[src/rtl/banco_reg_pkg.sv]
// Shared defaults and helpers for the banco_reg_multi register file.
// Optional feature macro: BANCO_REG_BYPASS_EN (write-first forwarding on read ports).
package banco_reg_pkg;

  localparam int DATA_W_DEF = 32;
  localparam int DEPTH_DEF  = 32;
  localparam int NUM_RD_DEF = 2;
  localparam int ZERO_REG   = 0;

  // True for an index that names a real, writable register.
  function automatic logic addr_ok(input int addr, input int depth);
    addr_ok = (addr != ZERO_REG) && (addr < depth);
  endfunction

endpackage

[src/rtl/banco_reg_rdport.sv]
// One registered read port of banco_reg_multi (1-cycle latency, rd_en/rd_valid).
// Optional feature macro: BANCO_REG_BYPASS_EN selects write-first forwarding;
// without it a same-cycle read of the register being written returns the old contents.
module banco_reg_rdport
  import banco_reg_pkg::*;
#(
  parameter int DATA_W = DATA_W_DEF,
  parameter int DEPTH  = DEPTH_DEF,
  parameter int ADDR_W = $clog2(DEPTH_DEF)
) (
  input  logic              clk,
  input  logic              rst_n,
  input  logic [DATA_W-1:0] regs [DEPTH],
  input  logic              rd_en,
  input  logic [ADDR_W-1:0] raddr,
  input  logic              we,
  input  logic [ADDR_W-1:0] waddr,
  input  logic [DATA_W-1:0] wdata,
  output logic [DATA_W-1:0] rdata,
  output logic              rd_valid
);

  logic [DATA_W-1:0] value_s;
  logic [DATA_W-1:0] rdata_r;
  logic              rd_valid_r;

`ifndef BANCO_REG_BYPASS_EN
  // Write-port signals only matter when forwarding is built in.
  logic unused_wr_s;
  assign unused_wr_s = ^{we, waddr, wdata};
`endif

  // Select the value this port would capture: zero for index 0 / out of range.
  always_comb begin
    value_s = {DATA_W{1'b0}};
    if (addr_ok(32'(raddr), DEPTH)) begin
`ifdef BANCO_REG_BYPASS_EN
      if (we && (waddr == raddr)) begin
        value_s = wdata;
      end else begin
        value_s = regs[raddr];
      end
`else
      value_s = regs[raddr];
`endif
    end else begin
      value_s = {DATA_W{1'b0}};
    end
  end

  // Capture read data on request; data holds and valid drops when idle.
  always_ff @(posedge clk or negedge rst_n) begin
    if (!rst_n) begin
      rdata_r    <= {DATA_W{1'b0}};
      rd_valid_r <= 1'b0;
    end else if (rd_en) begin
      rdata_r    <= value_s;
      rd_valid_r <= 1'b1;
    end else begin
      rd_valid_r <= 1'b0;
    end
  end

  assign rdata    = rdata_r;
  assign rd_valid = rd_valid_r;

endmodule

[src/rtl/banco_reg_multi.sv]
// Parametrised register bank: one write port, NUM_RD registered read ports.
// Register 0 reads as zero; writes to 0 or beyond DEPTH are dropped.
// Optional feature macro: BANCO_REG_BYPASS_EN (write-first forwarding on read ports).
module banco_reg_multi
  import banco_reg_pkg::*;
#(
  parameter  int DATA_W = DATA_W_DEF,
  parameter  int DEPTH  = DEPTH_DEF,
  parameter  int NUM_RD = NUM_RD_DEF,
  localparam int ADDR_W = $clog2(DEPTH)
) (
  input  logic                     clk,
  input  logic                     rst_n,
  input  logic                     we,
  input  logic [ADDR_W-1:0]        waddr,
  input  logic [DATA_W-1:0]        wdata,
  input  logic [NUM_RD-1:0]        rd_en,
  input  logic [NUM_RD*ADDR_W-1:0] raddr,
  output logic [NUM_RD*DATA_W-1:0] rdata,
  output logic [NUM_RD-1:0]        rd_valid
);

  logic [DATA_W-1:0] regs_r [DEPTH];
  logic              wr_hit_s;

  // Qualify the write: enabled, not register 0, inside the array.
  always_comb begin
    wr_hit_s = 1'b0;
    if (we && addr_ok(32'(waddr), DEPTH)) begin
      wr_hit_s = 1'b1;
    end else begin
      wr_hit_s = 1'b0;
    end
  end

  // Register array; entry 0 is only ever cleared, so it stays zero.
  always_ff @(posedge clk or negedge rst_n) begin
    if (!rst_n) begin
      for (int i = 0; i < DEPTH; i++) begin
        regs_r[i] <= {DATA_W{1'b0}};
      end
    end else if (wr_hit_s) begin
      regs_r[waddr] <= wdata;
    end
  end

  for (genvar gi = 0; gi < NUM_RD; gi++) begin : g_rd
    banco_reg_rdport #(
      .DATA_W (DATA_W),
      .DEPTH  (DEPTH),
      .ADDR_W (ADDR_W)
    ) u_rdport (
      .clk      (clk),
      .rst_n    (rst_n),
      .regs     (regs_r),
      .rd_en    (rd_en[gi]),
      .raddr    (raddr[gi*ADDR_W +: ADDR_W]),
      .we       (we),
      .waddr    (waddr),
      .wdata    (wdata),
      .rdata    (rdata[gi*DATA_W +: DATA_W]),
      .rd_valid (rd_valid[gi])
    );
  end

endmodule

[config.mk]
export PLATFORM = sky130hd
export DESIGN_NAME = banco_reg_multi
export DESIGN_NICKNAME = d
export VERILOG_FILES = /design/src/rtl/banco_reg_pkg.sv /design/src/rtl/banco_reg_rdport.sv /design/src/rtl/banco_reg_multi.sv
export SDC_FILE = /design/constraint.sdc
export NUM_CORES = 2
export LEC_CHECK = 0
export ABC_CLOCK_PERIOD_IN_PS = 1800
export BUFFER_PORTS_ARGS = -buffer_cell sky130_fd_sc_hd__buf_2
export CAP_MARGIN = 5
export CORE_ASPECT_RATIO = 1.5
export CORE_MARGIN = 4
export CORE_UTILIZATION = 43
export CTS_BUF_LIST = sky130_fd_sc_hd__clkbuf_16
export DETAILED_ROUTE_END_ITERATION = 6
export GPL_ROUTABILITY_DRIVEN = 0
export PLACE_DENSITY = 0.69
export SLEW_MARGIN = 10
export SYNTH_ARGS = -nofsm -noshare
export SYNTH_HDL_FRONTEND = slang
export SYNTH_SLANG_ARGS = --single-unit
[constraint.sdc]
create_clock -name clk -period 1.8 [get_ports clk]
set_input_delay 0.27 -clock clk [delete_from_list [all_inputs] [get_ports clk]]
set_output_delay 0.27 -clock clk [all_outputs]
set_load 0.02 [all_outputs]
**Word-level counts from Yosys, hierarchy flattened**

Cells that the tools add are included.

- Register bits after elaboration: 1090
- RAM bits: 0
- Bits in read-only memories: 0
- Bits in latches: 0
- Word-level logic and storage cells: 62
- Output and inout port bits: 66
- Memories: 0
- Bits of input ports: 52

- Multipliers: 0
- Muxes and demuxes: 14
- Shift-type cells: 0
- Equal/unequal tests: 0
- Reduce and logical (&&, ||, !) cells: 5
- Bitwise logic cells: 3
- Add/subtract/negate cells: 0
- Magnitude comparators: 4
- Divide/modulo/power cells: 0

Operator list:

| kind | count |
|---|---|
| bitwise mux 1024 bit | 1 |
| binary-select mux 32 bit (select 5 bit) | 2 |
| two-way mux 32 bit | 7 |
| demux 32 bit (select 5 bit) | 1 |
| greater-or-equal comparator 6 bit, second input constant | 3 |
| NOT 5 -> 6 bit | 3 |
| nonzero test 5 bit | 3 |
| < comparator 6 x 1 -> 1 bit, second input constant | 1 |
| two-way mux 1 bit | 3 |
| logical AND 1 bit | 2 |

**Longest topological paths before layout**

- Word-level depth: 6
- Gate-level depth with buffers: 9
- Depth with buffers taken out: 5

**Modules after synthesis**

A second synthesis with hierarchy kept.

- Cells, all modules: 4005
- Area total of the unflattened synthesis: 56868.3 um^2

Modules (own cells, without submodules):

| module | area an instance (um^2) | cells an instance | sequential area each (um^2) | instances |
|---|---|---|---|---|
| banco_reg_multi | 38072.8 | 2287 | 25624.6 | 1 |
| banco_reg_rdport | 9397.8 | 859 | 825.8 | 2 |

**Least setup slack after synthesis**

No wires, ideal clock.

- Kind: input -> register
- Start point: in raddr[8]
- End point: reg g_rd[1].u_rdport.rdata_r[10]
- Setup time: 138 ps
- Required time: 1662 ps
- Slack: -170 ps
- Path buffers: 3
- Stages: 6
- Arrival: 1832 ps
- Path through: buf_2 clkbuf_1 clkbuf_1 mux2_2 a2111oi_0 a21oi_1

- Word-level cells in the longest chain between the ends: 5
- Elaborated cells on any way between the ends: 6
- Those cells by class: mux: 4; bitwise: 1; reduce/logical: 1

RTL lines:

| element | RTL line | RTL |
|---|---|---|
| start: declaration | banco_reg_multi.sv:18 | `input logic [NUM_RD*ADDR_W-1:0] raddr,` |
| NOT 5 -> 6 bit (implied by the code) | banco_reg_rdport.sv:44 | `value_s = regs[raddr];` |
| binary-select mux 32 bit (select 5 bit) | banco_reg_rdport.sv:44 |  |
| two-way mux 32 bit (implied by the code) (2 in series) | banco_reg_rdport.sv:44 |  |
| two-way mux 32 bit * | banco_reg_rdport.sv:36 | `if (addr_ok(32'(raddr), DEPTH)) begin` |
| end signal: assignment | banco_reg_rdport.sv:54 | `rdata_r <= {DATA_W{1'b0}};` |
| end signal: assignment | banco_reg_rdport.sv:57 | `rdata_r <= value_s;` |
| end: declaration | banco_reg_rdport.sv:24 | `logic [DATA_W-1:0] rdata_r;` |

Mark *: on every way between the ends. The rest lies on a longest branch, timed or not. The select of a mux whose other input is x is not followed.
A chain may end at the register's enable or synchronous reset.

**Worst setup path in the final report**

- Start point: reg regs_r[429] (netlist name)
- End point: reg g_rd[1].u_rdport.rdata_r[13]

- Word-level cells in the longest chain between the ends: 4

RTL lines:

| element | RTL line | RTL |
|---|---|---|
| start: declaration | banco_reg_multi.sv:23 | `logic [DATA_W-1:0] regs_r [DEPTH];` |
| start signal: indexed assignment | banco_reg_multi.sv:40 | `regs_r[i] <= {DATA_W{1'b0}};` |
| start signal: indexed assignment | banco_reg_multi.sv:43 | `regs_r[waddr] <= wdata;` |
| binary-select mux 32 bit (select 5 bit) | banco_reg_rdport.sv:44 |  |
| two-way mux 32 bit (implied by the code) (2 in series) | banco_reg_rdport.sv:44 |  |
| two-way mux 32 bit | banco_reg_rdport.sv:36 |  |

Every way passes these cells. The select of a mux whose other input is x is not followed.

==> results.yml <==
sta:
  skew_ns: 0.0174
  drv_slew: 0
  setup_viol: 0
  worstMarginPinSlew_ns: 0.712
  hold_viol_final: 0
  maxSlewHeadroom: 0.524
  tns_ns: 0
  rsz0062_at_grt: "true"
  fin_crit_sh: 0.985
  fin_crit_ns: 1.77
  timing.fmax_mhz: 564
floorplanning:
  initial_utilization: 0.433
  dieArea_mm2: 0.139
  row_count: 163
  die_w_um: 305
  io_pins: 118
  core_mm2: 0.132
  die_y_um: 454
clock_network:
  cts_buffers: 101
  clockRootBuffer: "clkbuf_16"
  clock_latency_ns: 0.74
  clk_pin_slew_ns: 0.07
  htreeDepth: 3
  cts_max_path_buffers: 3
  cts_sinks: 1090
  cts_tree: "yes"
critical_path:
  cp_max_fo: 3
  end_kind: "flip-flop"
  crit_path_start_kind: "flip-flop"
  crit_path_max_incr_delay_ns: 0.45
  critPathKind: "flip-flop to flip-flop"
  crit_slowest_cell: "mux4_2"
  crit_chain: "mux4_2 -> a221o_1 -> o221ai_1 -> o2111ai_1 -> and3_1"
  required_ns: 2.42
  crit_arrival_ns: 2.40
detailed_routing:
  drc: 0
  vias_per_cell: 6.45
  routed_wl_um: 192000
  avgRoutedWirePerCell_um: 31.8
  ant_nets: 0
  vias: 38900
  drtIter0Drc: 3418
  dr.pass1.iters: 7
placement:
  placed_cells: 5840
  place_hpwl_um: 134000
  portBuffers: 117
final_layout:
  final_util: 0.509
  instances_no_fill: 6042
  drive_gt1_frac: 0.514
  nNetsFinal: 4269
  syn2layout_area_growth_pct: 17.5
synth:
  synthArstFlopShare: 1.00
  avgSynthCellArea_um2: 14.3
  synth_edf_count: 0
  syn_inst: 3994
  yosysWarnings: 0
  ys_ff_latch: 1090
  synthDistinctLibCells: 50
  synth_fp_nets: 4046
  syn-cell-area_mm2: 0.0570
  ys_seq_area_frac: 0.478
  ys.flop_type: "dfrtp_1"
pwr:
  p_leak_nw: 29.5
  power_density_mw_per_mm2: 1020
  ir_worst_vdd_mv: 0.834
outcome:
  run_status: "finished, final reports clean"
grt:
  overflow: 0
  grtUsageTotal: 0.275
  grt_pass1_vias: 40800
  grt_pass1_wl_um: 282000
  grt_start_max_net_pins: 79
  antenna_found_initial: 24
hold_path:
  hp-class: "input port to async pin"
job:
  maxCapViolCount: 0
critical path: cells and delay by family, from the launching register on:
family,cells,cell delay [ns]
simple gates,1,0.20
mux,1,0.45
flops,1,0.40
compound gates,3,0.63
worst paths after layout:
| check | from | end | slack (ns) | cells after the start |
|---|---|---|---|---|
| worst max-delay path | regs_r[429]$_DFFE_PN0P_ | g_rd[1].u_rdport.rdata[13]$_DFFE_PN0P_ | 0.03 | 5 |
| worst min-delay path | rst_n | regs_r[564]$_DFFE_PN0P_ | 0.03 | 2 |
| worst max register to register | regs_r[429]$_DFFE_PN0P_ | g_rd[1].u_rdport.rdata[13]$_DFFE_PN0P_ | 0.03 | 5 |
| worst min register to register | regs_r[993]$_DFFE_PN0P_ | regs_r[993]$_DFFE_PN0P_ | 0.40 | 0 |
| max in group asynchronous | rst_n | regs_r[611]$_DFFE_PN0P_ | 0.80 | 4 |
| min in group clk | raddr[2] | g_rd[0].u_rdport.rdata[29]$_DFFE_PN0P_ | 0.11 | 4 |
cell usage in the layout (no fill, tap or decap), types with 54 or more instances in the layout:
cell / Yosys / routed
nor2_1: 91 / 73
dfrtp_1: 1090 / 1083
buf_4: 17 / 261
mux4_2: 317 / 317
o22a_1: 57 / 57
nand2_1: 85 / 68
buf_12: 5 / 177
buf_2: 101 / 107
a2111oi_2: 15 / 54
a21oi_1: 87 / 87
mux2i_1: 375 / 375
o211ai_1: 88 / 88
mux2_2: 1055 / 1055
o22ai_1: 64 / 64
clkbuf_16: 0 / 104
cell usage after synthesis, types with 15 or more instances:
cell / number / area (um2)
mux2_2: 1055 / 11900
buf_2: 101 / 505
dfrtp_1: 1090 / 27300
o22ai_1: 64 / 400
buf_4: 17 / 128
buf_1: 52 / 195
o21ai_0: 33 / 165
a221oi_1: 38 / 333
nand2_1: 85 / 319
o22a_1: 57 / 499
clkbuf_1: 237 / 890
buf_6: 18 / 203
o211ai_1: 88 / 661
a21oi_1: 87 / 435
mux2i_1: 375 / 3750
nor2_1: 91 / 342
a221oi_2: 19 / 285
a2111oi_2: 15 / 225
mux4_2: 317 / 7140
a2111oi_0: 42 / 368
timing repair:
item	in CTS	in global routing
pin swaps	1	5
resized for setup	9	5
hold buffers	3	0
setup endpoints to repair	9	8
hold endpoints to repair	734	0
setup buffers	1	2
metrics by stage:
stage	area [um2]	worst slack (ns)	total power, W	hold WS, ns
global route	67000	-0.00935	0.0713	0.0414
global placement	63700	-0.466	0.0468	0.185
CTS	66900	0.00431	0.0687	0.0157
finish	67000	0.0264	0.0684	0.0261
detailed placement	63700	-0.435	0.0474	0.181
floorplan	57400	-0.0379	0.0422	-0.0256
kinds of logic after synthesis:
group,share of synthesized area
AOI/OAI and AO/OA,0.0628
DFF,0.478
muxes,0.402
and+or+nand+nor,0.0194
buffers and inverters,0.0371
power by group:
group | switching [W] | internal (W) | total [W]
Sequential | 0.00359 | 0.0290 | 0.0326
Clock | 0.00979 | 0.0115 | 0.0213
Combinational | 0.00601 | 0.00850 | 0.0145
final cells by class:
class / instances / area (um2)
fillers: 11000 / 64600
multi-input cells: 2464 / 28100
flip-flops and latches: 1090 / 27300
repair buffers: 555 / 6160
clock buffers: 104 / 2600
well taps: 1732 / 2170
clock inverters: 81 / 576
diodes: 11 / 27.5
inverters: 5 / 18.8
routing by layer:
metal / track usage / vias up / wire [um]
met3: 0.0522 / 592 / 13600
li1: - / 15800 / -
met1: 0.330 / 20800 / 70800
met4: 0.157 / 16 / 12500
met2: 0.465 / 1779 / 95100
met5: 0 / - / 109
sequential cells by signal (all words and copies together), names as in the netlist:
register and count:
g_rd.u_rdport.rd_valid 2, regs_r 1024, g_rd.u_rdport.rdata 64
(Power assumes the default switching activity.)
